**config.mk**
```make
export PLATFORM = sky130hd
export DESIGN_NAME = hw3_ser
export DESIGN_NICKNAME = d
export VERILOG_FILES = /design/src/rtl/hw3_ser.sv
export SDC_FILE = /design/constraint.sdc
export NUM_CORES = 1
export LEC_CHECK = 0
export CAP_MARGIN = 20
export CORE_MARGIN = 1.5
export CORE_UTILIZATION = 45
export CTS_BUF_LIST = sky130_fd_sc_hd__clkbuf_8
export DETAILED_ROUTE_END_ITERATION = 6
export PLACE_DENSITY_LB_ADDON = 0.08
export SLEW_MARGIN = 25
export SYNTH_ARGS = -nofsm -noshare
export SYNTH_HDL_FRONTEND = slang
export SYNTH_SLANG_ARGS = --single-unit
```
**constraint.sdc**
```tcl
create_clock -name i_clk -period 1.8 [get_ports i_clk]
set_clock_uncertainty 0.15 [all_clocks]
set_input_delay 0.27 -clock i_clk [delete_from_list [all_inputs] [get_ports i_clk]]
set_output_delay 0.27 -clock i_clk [all_outputs]
set_load 0.005 [all_outputs]
```
**src/rtl/hw3_ser.sv**
```systemverilog
// hw3_ser: parallel-to-serial front end for the HW3 pattern detector (hold register + shifter, gapless streaming).
// Optional build macro SER_LSB_FIRST_EN selects LSB-first bit order; MSB-first when undefined.
module hw3_ser #(
   parameter int WIDTH = 8,
   parameter int CNT_W = 16
) (
   input  logic             i_clk,
   input  logic             i_rst_n,
   input  logic [WIDTH-1:0] i_word,
   input  logic             i_valid,
   output logic             o_ready,
   output logic             o_data,
   output logic             o_bit_valid,
   output logic             o_busy,
   output logic [CNT_W-1:0] o_word_cnt
);

   localparam int BW = $clog2(WIDTH);
   localparam logic [BW-1:0] LAST = BW'(WIDTH - 1);

   typedef enum logic {IDLE, SHIFT} state_t;

   state_t             state_q, state_d;
   logic [WIDTH-1:0]   shift_q;
   logic [WIDTH-1:0]   hold_q;
   logic               holdFull_q, holdFull_d;
   logic [BW-1:0]      bitCnt_q;
   logic               data_q;
   logic               bitValid_q;
   logic               busy_q;
   logic               ready_q;
   logic [CNT_W-1:0]   wordCnt_q;

   logic               accept;
   logic               lastBit;
   logic               loadPoint;
   logic               loadHold;
   logic               loadIn;
   logic [WIDTH-1:0]   loadWord;
   logic               loadBit;
   logic [WIDTH-1:0]   loadRest;
   logic               nextBit;
   logic [WIDTH-1:0]   nextShift;

   // The shifter reloads only when empty or while its last bit is on the wire;
   // the hold register always has priority over a fresh handshake.
   always_comb begin
      accept    = i_valid && ready_q;
      lastBit   = (state_q == SHIFT) && (bitCnt_q == LAST);
      loadPoint = (state_q == IDLE) || lastBit;
      loadHold  = loadPoint && holdFull_q;
      loadIn    = loadPoint && !holdFull_q && accept;
      loadWord  = loadHold ? hold_q : i_word;
`ifdef SER_LSB_FIRST_EN
      loadBit   = loadWord[0];
      loadRest  = loadWord >> 1;
      nextBit   = shift_q[0];
      nextShift = shift_q >> 1;
`else
      loadBit   = loadWord[WIDTH-1];
      loadRest  = loadWord << 1;
      nextBit   = shift_q[WIDTH-1];
      nextShift = shift_q << 1;
`endif
      state_d = state_q;
      if (loadPoint) begin
         state_d = (loadHold || loadIn) ? SHIFT : IDLE;
      end
      holdFull_d = holdFull_q;
      if (loadHold) begin
         holdFull_d = 1'b0;
      end else if (accept && !loadIn) begin
         holdFull_d = 1'b1;
      end
   end

   always_ff @(posedge i_clk or negedge i_rst_n) begin
      if (!i_rst_n) begin
         state_q    <= IDLE;
         shift_q    <= '0;
         hold_q     <= '0;
         holdFull_q <= 1'b0;
         bitCnt_q   <= '0;
         data_q     <= 1'b0;
         bitValid_q <= 1'b0;
         busy_q     <= 1'b0;
         ready_q    <= 1'b1;
         wordCnt_q  <= '0;
      end else begin
         state_q    <= state_d;
         holdFull_q <= holdFull_d;
         ready_q    <= !holdFull_d;
         busy_q     <= (state_d == SHIFT) || holdFull_d;
         if (accept && !loadIn) begin
            hold_q <= i_word;
         end
         if (lastBit) begin
            wordCnt_q <= wordCnt_q + CNT_W'(1);
         end
         // bitCnt_q only advances below LAST, so it can never wrap.
         if (loadHold || loadIn) begin
            data_q     <= loadBit;
            shift_q    <= loadRest;
            bitCnt_q   <= '0;
            bitValid_q <= 1'b1;
         end else if (loadPoint) begin
            data_q     <= 1'b0;
            bitCnt_q   <= '0;
            bitValid_q <= 1'b0;
         end else begin
            data_q     <= nextBit;
            shift_q    <= nextShift;
            bitCnt_q   <= bitCnt_q + BW'(1);
         end
      end
   end

   assign o_ready     = ready_q;
   assign o_data      = data_q;
   assign o_bit_valid = bitValid_q;
   assign o_busy      = busy_q;
   assign o_word_cnt  = wordCnt_q;

endmodule

```
==> results of run 1 <==
how the worst max path moves through the flow:
stage	to	slack [ns]	cells past startpoint
floorplan	o_data	0.10	6
global placement	shift_q[7]	-0.04	6
detailed placement	shift_q[5]	-0.09	6
CTS	hold_q[5]	-0.001	5
global route	holdFull_q	-0.06	6
finish	hold_q[5]	0.05	5
final cells by class:
class	instances	area, µm²
multi-input cells	94	728
well taps	48	60.1
clock buffers	7	96.3
flip-flops and latches	40	1000
inverters	1	3.75
repair buffers	39	378
clock inverters	1	30.0
fillers	307	1390
registers in the layout, indices dropped and copies added (netlist names):
| signal | flops |
|---|---|
| hold_q | 8 |
| o_word_cnt | 16 |
| state_q | 1 |
| o_bit_valid | 1 |
| shift_q | 7 |
| o_data | 1 |
| holdFull_q | 1 |
| o_busy | 1 |
| bitCnt_q | 3 |
| o_ready | 1 |
per-layer routing:
metal  global-route usage  routed length, µm  up-vias  share of wire
li1                     -                  -      557              -
met1                0.228               1570      553           0.49
met2                0.277               1420       24           0.45
met3               0.0514                129        4          0.041
met4               0.0703                 48        0          0.015
met5                    0                  0        -              0
timing repair:
item | CTS | global route
pin swaps | 2 | 4
buffers inserted | 1 | 1
hold buffers | 1 | 0
endpoints found under the hold margin | 39 | 0
gates resized for setup | 2 | 2
endpoints found under the setup margin | 6 | 23
power by group:
group          internal [mW]  total [mW]  leakage [nW]  switching (mW)
combinational          0.593        1.05         0.458           0.455
sequential              1.18        1.36         0.503           0.175
clock                  0.489       0.786        0.0645           0.297
synth_stat cells:
cell type                   n
sky130_fd_sc_hd__a21oi_1    1
sky130_fd_sc_hd__and2_1     3
sky130_fd_sc_hd__and3_1     3
sky130_fd_sc_hd__and4_1     1
sky130_fd_sc_hd__buf_2      3
sky130_fd_sc_hd__clkbuf_1   1
sky130_fd_sc_hd__dfrtp_1   39
sky130_fd_sc_hd__dfstp_2    1
sky130_fd_sc_hd__ha_1       3
sky130_fd_sc_hd__inv_1      1
sky130_fd_sc_hd__mux2_2    16
sky130_fd_sc_hd__mux2i_1    7
sky130_fd_sc_hd__nand2_1   17
sky130_fd_sc_hd__nand2b_1   1
sky130_fd_sc_hd__nand3_1    5
sky130_fd_sc_hd__nand3_2    1
sky130_fd_sc_hd__nand4_1    2
sky130_fd_sc_hd__nor2_1     5
sky130_fd_sc_hd__nor2b_1    1
sky130_fd_sc_hd__nor3_1     1
sky130_fd_sc_hd__nor3b_1    1
sky130_fd_sc_hd__nor4_4     1
sky130_fd_sc_hd__o21a_1     1
sky130_fd_sc_hd__o21ai_0    8
sky130_fd_sc_hd__o21ai_4    1
sky130_fd_sc_hd__xnor2_1   11
sky130_fd_sc_hd__xor2_1     4
kinds of logic after synthesis:
family / synth area share
flip-flops: 0.578
AND/OR/NAND/NOR: 0.128
adder cells (fa/ha/maj): 0.0216
XOR/XNOR: 0.0757
multiplexers: 0.144
AO/OA/AOI/OAI: 0.0397
buffers and inverters: 0.0130
cells in the final DEF (no fill, tap or decap), types with 2 or more instances in the layout:
cell	instances
sky130_fd_sc_hd__mux2_2	16
sky130_fd_sc_hd__nand4_1	2
sky130_fd_sc_hd__and3_1	3
sky130_fd_sc_hd__clkdlybuf4s50_1	29
sky130_fd_sc_hd__o21ai_0	8
sky130_fd_sc_hd__xnor2_1	11
sky130_fd_sc_hd__clkbuf_8	7
sky130_fd_sc_hd__nand2_1	16
sky130_fd_sc_hd__mux2i_1	7
sky130_fd_sc_hd__xor2_1	4
sky130_fd_sc_hd__dfrtp_1	39
sky130_fd_sc_hd__buf_4	7
sky130_fd_sc_hd__nor2_1	5
sky130_fd_sc_hd__and2_1	3
sky130_fd_sc_hd__nand3_1	5
metrics by stage:
step	worst slack, ns	area [µm²]	hold WS (ns)	setup TNS [ns]	instances
after global routing	-0.0608	2300	0.359	-0.423	230
after detailed placement	-0.0913	2130	0.206	-0.466	219
after CTS	-0.00148	2280	0.293	-0.00148	229
final	0.0451	2300	0.292	0	230
after global placement	-0.0415	2130	0.203	-0.214	219
after floorplan	0.104	1740	-0.176	0	139
==> metrics.csv, run 1 <==
metric,value,unit
power density normalized to cell area,1390,nW/µm²
first-pass GRT wire length,5530,µm
count of yosys warnings during synthesis,0,
GRT Util Overall,0.175,
library cell occupying the most area in the post-synthesis netlist,sky130_fd_sc_hd__dfrtp_1,
vias per cell,4.95,
Finish-stage setup viols,0,
Overall Power,3.19,mW
Crit-path slowest cell,sky130_fd_sc_hd__dfrtp_1,
Placer Congestion,0.693,
achievable clock frequency,570,MHz
TritonCTS Buffers,5,
via total after detailed routing,1138,
RR Endpoint,hold_q[5],
register bit total from synthesis,40,
share of cells above drive strength 1,0.220,
number of DRC markers after the initial detailed-route iteration,37,
count of distinct cell types in the synthesized netlist,27,
post-route core utilization,0.623,
"slowest stage delay, CP",0.39,ns
cell types with the largest area share after synthesis,"sky130_fd_sc_hd__dfrtp_1 56%, sky130_fd_sc_hd__mux2_2 10%, sky130_fd_sc_hd__xnor2_1 5.6%",
reported max-cap violation count,0,
Layout Nets,195,
critical path capture point type,flop,
cell-by-cell trace of the critical path,ha_2 > ha_4 > nor2b_1 > o21ai_4 > mux2_2,
Critical Path AT,1.78,ns
Chip Width,65.1,µm
Max-Slew Margin vs Limit,0.662,
number of sinks handled by clock tree synthesis,40,
via count of the first global-routing pass,1207,
Final Max Tran Viols,0,
launch instance of the worst min-delay path,bitCnt_q[0],
highest net fanout along the worst path,8,
Pre-Repair DR Iteration Count,3,
CP bufs+invs,0,
quantity of I/O buffers inserted on ports,30,
setup repair after global routing missed its margin,true,
Static Leakage,1.03,nW
per-cell routed wire length,13.8,µm
crit path launch,bitCnt_q[0],
synthesized netlist net count,153,
hold violation total from the final report,0,
final HPWL from detailed placement,2160,µm
post-route fraction of the period consumed by the critical path,0.975,
hold worst-path end,bitCnt_q[0],
Worst-Margin Slew,0.507,ns
cell area after technology mapping,1740,µm²
Antenna Diode Count,0,
CTS tree,done,
post-synth top area share,0.562,
cell at the root of the clock tree,sky130_fd_sc_hd__clkbuf_8,
fraction of the yosys area taken by sequential cells,0.578,
required time worst endpoint,1.83,ns
worst hold path stage count,1,
highest ir drop seen on vdd,0.879,mV
maximum count of clock buffers along a single path,2,
clk_lat worst skew,0.29,ns
kind of cell with the highest combined delay on the critical path,flip-flops,
"setup slack, reg-to-reg",0.05,ns
Mapped Avg Cell Area,12.5,µm²
vertical die dimension,65.1,µm
result of the run,"complete, no violations",
core region area,3690,µm²
number of placed I/O pins,31,
Post-Route WL,3170,µm
critical path launch point type,flop,
reg2reg start,bitCnt_q[0],
number of antenna violations at the first check in global routing,0,
area growth from synthesis to final layout,32.4,%
residual DRC count,0,
Clock H-tree levels,2,
final worst path period need,1.75,ns
number of nets with antenna violations after routing,0,
path class of the lowest-slack min-delay path,reg -> reg,
Crit Path Category,reg -> reg,
grt ovf,0,
cell count after synthesis,139,
initial standard-cell utilization of the core,0.470,
r2r worst-path depth,5,
die area,4240,µm²
clock transition at the registers of the reported paths,0.08,ns
FP Rows,22,
largest net degree at the start of global routing,41,
Power figures use the tool's default switching activity.
==> run 2, diff against run 1 <==
--- a/config.mk
+++ b/config.mk
@@ -10,6 +10,7 @@
 export CORE_UTILIZATION = 45
 export CTS_BUF_LIST = sky130_fd_sc_hd__clkbuf_8
 export DETAILED_ROUTE_END_ITERATION = 6
+export MAX_ROUTING_LAYER = met4
 export PLACE_DENSITY_LB_ADDON = 0.08
 export SLEW_MARGIN = 25
 export SYNTH_ARGS = -nofsm -noshare
==> metrics.csv, run 2 (synthesis gave the netlist of run 1 again) <==
metric,value,unit,change
vias per cell,4.96,,+0.26%
Pre-Repair DR Iteration Count,3,,unchanged
worst-case hold slack,0.292,ns,unchanged
residual DRC count,0,,unchanged
"flip-flop count of the largest register, all copies and words added",16,,unchanged
Post-Route WL,3160,µm,-0.25%
number of DRC markers after the initial detailed-route iteration,40,,+8.1%
GRT Util Overall,0.179,,+0.00444
Placer Congestion,0.700,,+1.1%
via count of the first global-routing pass,1209,,+0.17%
Layout Nets,195,,unchanged
most common library cell in the layout ignoring fill and taps,sky130_fd_sc_hd__dfrtp_1,,
per-cell routed wire length,13.7,µm,-0.25%
sequential cell area,1000,µm²,unchanged
hold violation total from the final report,0,,unchanged
initial standard-cell utilization of the core,0.470,,unchanged
aggregate negative setup slack,0,ns,unchanged
Static Leakage,1.03,nW,unchanged
area used by multi-input combinational logic,728,µm²,unchanged
achievable clock frequency,570,MHz,about the same
Clock H-tree levels,2,,unchanged
path class of the lowest-slack min-delay path,reg -> reg,,
cell at the root of the clock tree,sky130_fd_sc_hd__clkbuf_8,,
Final Max Tran Viols,0,,unchanged
Max-Slew Margin vs Limit,0.663,,+0.000916
share of cells above drive strength 1,0.220,,unchanged
Critical Path AT,1.78,ns,about the same
critical path launch point type,flop,,
grt ovf,0,,unchanged
number of sinks handled by clock tree synthesis,40,,unchanged
Finish-stage setup viols,0,,unchanged
number of placed I/O pins,31,,unchanged
post-route fraction of the period consumed by the critical path,0.975,,about the same
vertical die dimension,65.1,µm,unchanged
final worst path period need,1.75,ns,-0.000254 ns
die area,4240,µm²,unchanged
Worst-Margin Slew,0.505,ns,-0.00137 ns
area growth from synthesis to final layout,32.4,%,unchanged
final HPWL from detailed placement,2160,µm,unchanged
result of the run,"complete, no violations",,
highest ir drop seen on vdd,0.878,mV,-0.12%
highest net fanout along the worst path,8,,unchanged
TritonCTS Buffers,5,,unchanged
reported max-cap violation count,0,,unchanged
Crit Path Category,reg -> reg,,
setup repair after global routing missed its margin,true,,
maximum count of clock buffers along a single path,2,,unchanged
"top library cells by usage in the layout, fill and taps aside","39 x sky130_fd_sc_hd__dfrtp_1, 29 x sky130_fd_sc_hd__clkdlybuf4s50_1, 16 x sky130_fd_sc_hd__nand2_1, 16 x sky130_fd_sc_hd__mux2_2, 11 x sky130_fd_sc_hd__xnor2_1",,
critical path capture point type,flop,,
Antenna Diode Count,0,,unchanged
number of antenna violations at the first check in global routing,0,,unchanged
count of filler cells inserted in the layout,307,,unchanged
first-pass GRT wire length,5510,µm,-0.24%
power density normalized to cell area,1390,nW/µm²,about the same
FP Rows,22,,unchanged
Chip Width,65.1,µm,unchanged
clock transition at the registers of the reported paths,0.08,ns,about the same
core region area,3690,µm²,unchanged
clk_lat worst skew,0.29,ns,about the same
quantity of I/O buffers inserted on ports,30,,unchanged
largest net degree at the start of global routing,41,,unchanged
CTS tree,done,,
via total after detailed routing,1141,,+0.26%
number of nets with antenna violations after routing,0,,unchanged
required time worst endpoint,1.83,ns,about the same
## run 2: cell counts in the layout (fill, tap and decap cells not counted)
Identical to the previous run, type by type.
## run 2: final timing paths
check                             from              to  cells past startpoint  slack, ns
min in group asynchronous      i_rst_n  o_word_cnt[14]                      3       0.41
hold / removal             bitCnt_q[0]     bitCnt_q[0]                      1       0.29
setup reg to reg           bitCnt_q[0]       hold_q[5]                      5       0.05
setup / recovery           bitCnt_q[0]       hold_q[5]                      5       0.05
max in group asynchronous      i_rst_n         o_ready                      3       0.72
hold reg to reg            bitCnt_q[0]     bitCnt_q[0]                      1       0.29
## run 2: timing repair
| action | CTS | global route |
|---|---|---|
| hold buffers | 1 | 0 |
| pin swaps | 2 | 4 |
| setup endpoints to repair | 6 | 20 |
| setup buffers | 1 | 1 |
| resized for setup | 2 | 2 |
| hold endpoints to repair | 39 | 0 |
## run 2: layout make-up
cell class                      instances  area share
Multi-Input combinational cell         94       0.317
Clock buffer                            7      0.0419
Sequential cell                        40       0.436
Clock inverter                          1      0.0131
Tap cell                               48      0.0261
Timing Repair Buffer                   39       0.164
Inverter                                1     0.00163
## run 2: power by group
part | switching [mW] | internal (mW) | total [mW]
Sequential | 0.175 | 1.18 | 1.36
Clock | 0.297 | 0.489 | 0.786
Combinational | 0.455 | 0.593 | 1.05
Total | 0.926 | 2.27 | 3.19
## run 2: metrics by stage
step	setup slack, ns	instance area [µm²]	util	power [mW]	std cells
5_1_grt	-0.0566	2300	0.623	3.43	230
2_1_floorplan	0.104	1740	-	2.00	139
4_1_cts	-0.00148	2280	0.618	3.21	229
3_5_place_dp	-0.0913	2130	0.577	2.40	219
6_report	0.0453	2300	0.623	3.19	230
3_3_place_gp	-0.0415	2130	0.577	2.35	219
## run 2: per-layer routing
metal,up-vias,GRT usage,part of all wire
li1,558,-,-
met1,555,0.226,0.49
met2,24,0.278,0.45
met3,4,0.0514,0.041
met4,0,0.0703,0.015
met5,-,-,0
## run 2: worst max-delay path, stage by stage, from the launching register on
cell	delay, ns
sky130_fd_sc_hd__dfrtp_1	0.39
sky130_fd_sc_hd__ha_2	0.20
sky130_fd_sc_hd__ha_4	0.17
sky130_fd_sc_hd__nor2b_1	0.28
sky130_fd_sc_hd__o21ai_4	0.16
sky130_fd_sc_hd__mux2_2	0.31
